===== src/rtl/dmem_stream_reader.sv =====
// Streams DEPTH consecutive 32-bit words from a data-memory read port, starting at BASE_ADDR,
// through a valid/ready output, one run per rising edge of the start level.
module dmem_stream_reader #(
  parameter int unsigned DEPTH     = 129600,
  parameter int unsigned BASE_ADDR = 0
) (
  input  logic        clk,
  input  logic        reset,
  input  logic        start,
  output logic        mem_req,
  output logic [31:0] mem_addr,
  input  logic [31:0] mem_rd,
  output logic [31:0] out_data,
  output logic        out_valid,
  input  logic        out_ready,
  output logic        busy,
  output logic        done
);

  localparam int unsigned CntW = (DEPTH > 1) ? $clog2(DEPTH) : 1;
  localparam logic [CntW-1:0] LastCnt = CntW'(DEPTH - 1);
  localparam logic [31:0] BaseAddr = 32'(BASE_ADDR);

  typedef enum logic [1:0] {StIdle, StFetch, StSend, StDone} state_e;

  state_e          state_q, state_d;
  logic            start_q, start_prev_q;
  logic [31:0]     addr_q, addr_d;
  logic [CntW-1:0] count_q, count_d;
  logic [31:0]     out_data_q, out_data_d;
  logic            out_valid_q, out_valid_d;
  logic            start_rise;

  // start is sampled first, then compared against its previous sample
  assign start_rise = start_q & ~start_prev_q;

  always_comb begin
    state_d     = state_q;
    addr_d      = addr_q;
    count_d     = count_q;
    out_data_d  = out_data_q;
    out_valid_d = out_valid_q;
    unique case (state_q)
      StIdle: begin
        if (start_rise) begin
          addr_d  = BaseAddr;
          count_d = '0;
          state_d = StFetch;
        end
      end
      StFetch: begin
        out_data_d  = mem_rd;
        out_valid_d = 1'b1;
        state_d     = StSend;
      end
      StSend: begin
        if (out_valid_q && out_ready) begin
          out_valid_d = 1'b0;
          if (count_q == LastCnt) begin
            state_d = StDone;
          end else begin
            addr_d  = addr_q + 32'd1;
            count_d = count_q + CntW'(1);
            state_d = StFetch;
          end
        end
      end
      StDone: begin
        state_d = StIdle;
      end
      default: state_d = StIdle;
    endcase
  end

  always_ff @(posedge clk or posedge reset) begin
    if (reset) begin
      state_q      <= StIdle;
      start_q      <= 1'b0;
      start_prev_q <= 1'b0;
      addr_q       <= BaseAddr;
      count_q      <= '0;
      out_data_q   <= '0;
      out_valid_q  <= 1'b0;
    end else begin
      state_q      <= state_d;
      start_q      <= start;
      start_prev_q <= start_q;
      addr_q       <= addr_d;
      count_q      <= count_d;
      out_data_q   <= out_data_d;
      out_valid_q  <= out_valid_d;
    end
  end

  assign mem_req   = (state_q == StFetch) || (state_q == StSend);
  assign mem_addr  = addr_q;
  assign out_data  = out_data_q;
  assign out_valid = out_valid_q;
  assign busy      = (state_q != StIdle);
  assign done      = (state_q == StDone);

endmodule


===== config.mk =====
export PLATFORM = sky130hd
export DESIGN_NAME = dmem_stream_reader
export DESIGN_NICKNAME = d
export VERILOG_FILES = /design/src/rtl/dmem_stream_reader.sv
export SDC_FILE = /design/constraint.sdc
export NUM_CORES = 1
export LEC_CHECK = 0
export CAP_MARGIN = 5
export CORE_MARGIN = 1.5
export CORE_UTILIZATION = 35
export CTS_CLUSTER_SIZE = 24
export DETAILED_ROUTE_END_ITERATION = 10
export SYNTH_ARGS = -nofsm -noshare
export SYNTH_HDL_FRONTEND = slang
export SYNTH_SLANG_ARGS = --single-unit
export TNS_END_PERCENT = 20

===== constraint.sdc =====
create_clock -name clk -period 5.1 [get_ports clk]
set_input_delay 0.765 -clock clk [delete_from_list [all_inputs] [get_ports clk]]
set_output_delay 0.765 -clock clk [all_outputs]
set_load 0.02 [all_outputs]

==> flow_summary.toml <==
[outcome]
outcome = "finished with violations"
violations = "design-rule violations"

[global_routing]
grt_use_total_pct = 17.58
first_global_vias = 3444
grt_use_met3_pct = 4.752
grt-ovfl-total = 0
grt_pass1_wl_um = 17730
antenna_found_initial = 0
use_met1_pct = 24.84
grt_max_degree = 60
grt_most_used_layer = "met2"
grt_util_met2_pct = 26.63

[layout]
multiInputGateArea_um2 = 1909
nFillCells = 1069
final_common_cell = "clkdlybuf4s50_1"
antennaDiodeCount = 0
syn2layout_area_growth_pct = 34.96
final_util_pct = 48.91
fin_nets = 549
seq_area_um2 = 2152
fin_area_um2 = 5657
drive_above_1_share_pct = 12.33
mostFrequentLayoutCells = "clkdlybuf4s50_1 (103), dfrtp_1 (86), o21ai_0 (38), mux2_2 (32), nand2_1 (30)"

[pwr]
power_density_nw_per_um2 = 477.6
p_total_mw = 2.702
p_leak_nw = 2.274
vdd_drop_max_mv = 0.1553

[worst_hold_path]
hold_depth = 0
hp-class = "reg -> reg"
holdPathEnd = "start_prev_q"
min_from = "start_q"

[timing]
setup_ws_ps = 2529
finalHoldViolCount = 0
finalMaxSlewViolations = 0
rsz0062_at_grt = "false"
setup_viol = 0
clock_skew_ps = 9.321
fin_crit_sh_pct = 50.41
tightestPinTransition_ps = 1019
fin_crit_ps = 2571
max_freq_ghz = 0.3890
slew_headroom_pct = 31.99
fin_tns_setup_ps = 0

[synthesis]
synth.distinct_cells = 47
synthesis.area_um2 = 4192
synth.avg_cell_area_um2 = 10.35
synth_edf_count = 0
netlist.area_leader.share_pct = 51.34
ys_top_cells_by_area = "dfrtp_1 (51%), mux2_2 (8.6%), o21ai_0 (4.5%)"
async_reset_ff_share_pct = 100.0
synth_top_cell_by_area = "dfrtp_1"
ys_seq_area_share_pct = 51.34
postSynthCellCount = 405
ys_ff_latch = 86
synthesis.nets = 448
ys_warn_count = 0
synth_ff_type = "dfrtp_1"

[critical_path]
worstSetupEndpointType = "flop"
start_kind = "flop"
crit_arrival_ps = 2860
worst_r2r_endpoint = "mem_addr[28]"
critPathMaxFanout = 33
r2r_cells = 8
timing.rr.start = "state_q[0]"
worst-setup-path-type = "reg -> reg"
required_ps = 5390
r2r_setup_slack_ps = 2530

[detailed_routing]
wl_um = 10700
drt_pass1_iterations = 8
drtIter0Drc = 350
wl_per_cell_um = 16.35
num_vias = 3607
vias_per_cell = 5.515
drcViolationCount = 17
ant_nets = 0

[cts]
cts_num_sinks = 86
post_cts_buffers = 0
root_buffer = "clkbuf_16"
numCtsBuffers = 9
clk_pin_slew_ps = 70
clkLatencyLatePin_ps = 350
ctsHtreeMaxLevel = 3
cts_resized = 0
cts_tree = "done"
postCtsHoldBufs = 0
cts_buffer_depth = 2

[die]
rows = 39
fp.dieW_um = 112.4
start_util_pct = 36.24
dieHeight_um = 112.4
die-area_um2 = 12640
io_pins = 104
core_area_um2 = 11560

[place]
portBuffers = 103
hpwl_um = 7117
gp_congestion = 0.8411
dp_slack_ps = 2327
placed_cell_area_um2 = 5374

[flow_run]
drv_cap = 0
[power breakdown]
| group | internal [mW] | switching, mW |
|---|---|---|
| Combinational | 0.548 | 0.600 |
| Sequential | 0.838 | 0.0870 |
| Clock | 0.336 | 0.293 |
[cell families after synthesis]
family	count (synthesis)	synth area share (%)
compound gates	116	17.19
xor+xnor	2	0.4180
fa+ha+maj	7	2.089
buf+inv	34	3.283
flops	86	51.34
mux	32	8.597
simple gates	128	17.07
[cell type report]
type                    count  area share [%]
clock buffers               9           3.981
multi-input cells         285           33.75
inverters                  15           1.017
clock inverters             7           1.017
well taps                 143           3.163
flip-flops and latches     86           38.04
repair buffers            109           19.02
[through the flow]
stage,instances,hold slack [ps]
after floorplan,405,354.6
after CTS,654,388.1
final,654,387.0
after global placement,638,367.3
after detailed placement,638,374.1
after global routing,654,392.2
[critical path, cell delays in order, from the launching register on]
cell,delay (ps)
dfrtp_1,420
inv_1,140
ha_1,490
nand3_1,130
a21o_1,280
a21o_1,180
buf_4,240
or4_1,540
nand3_1,90
[flip-flops by register name, summed over array words and instances (netlist names)]
register      cells
start_prev_q      1
out_valid         1
mem_addr         32
start_q           1
state_q           2
out_data         32
count_q          17
[worst max path at each step]
stage	startpoint	end	slack [ps]	cells past startpoint
2_1_floorplan	reset	count_q[0]	2110	1
3_3_place_gp	out_ready	mem_addr[28]	2340	7
3_5_place_dp	out_ready	mem_addr[28]	2330	7
4_1_cts	state_q[0]	mem_addr[28]	2530	8
5_1_grt	state_q[0]	mem_addr[28]	2310	8
6_report	state_q[0]	mem_addr[28]	2530	8
[metal layers]
| metal | up-vias | part of all wire [%] |
|---|---|---|
| met5 | - | 0 |
| met4 | 0 | 1.2 |
| met3 | 11 | 8.0 |
| met2 | 158 | 43 |
| met1 | 1713 | 48 |
| li1 | 1725 | - |
[cells in the mapped netlist, drive strengths merged (7+ instances only)]
cell / n
nor3: 7
ha: 7
clkbuf: 12
dfrtp: 86
mux2: 32
nand4: 16
a21o: 7
nand2: 30
o31ai: 11
inv: 14
nand3: 23
o21ai: 39
buf: 7
and2: 7
a21oi: 15
a31oi: 23
nor2: 16
Note: power is estimated with default switching activity, not from simulation.
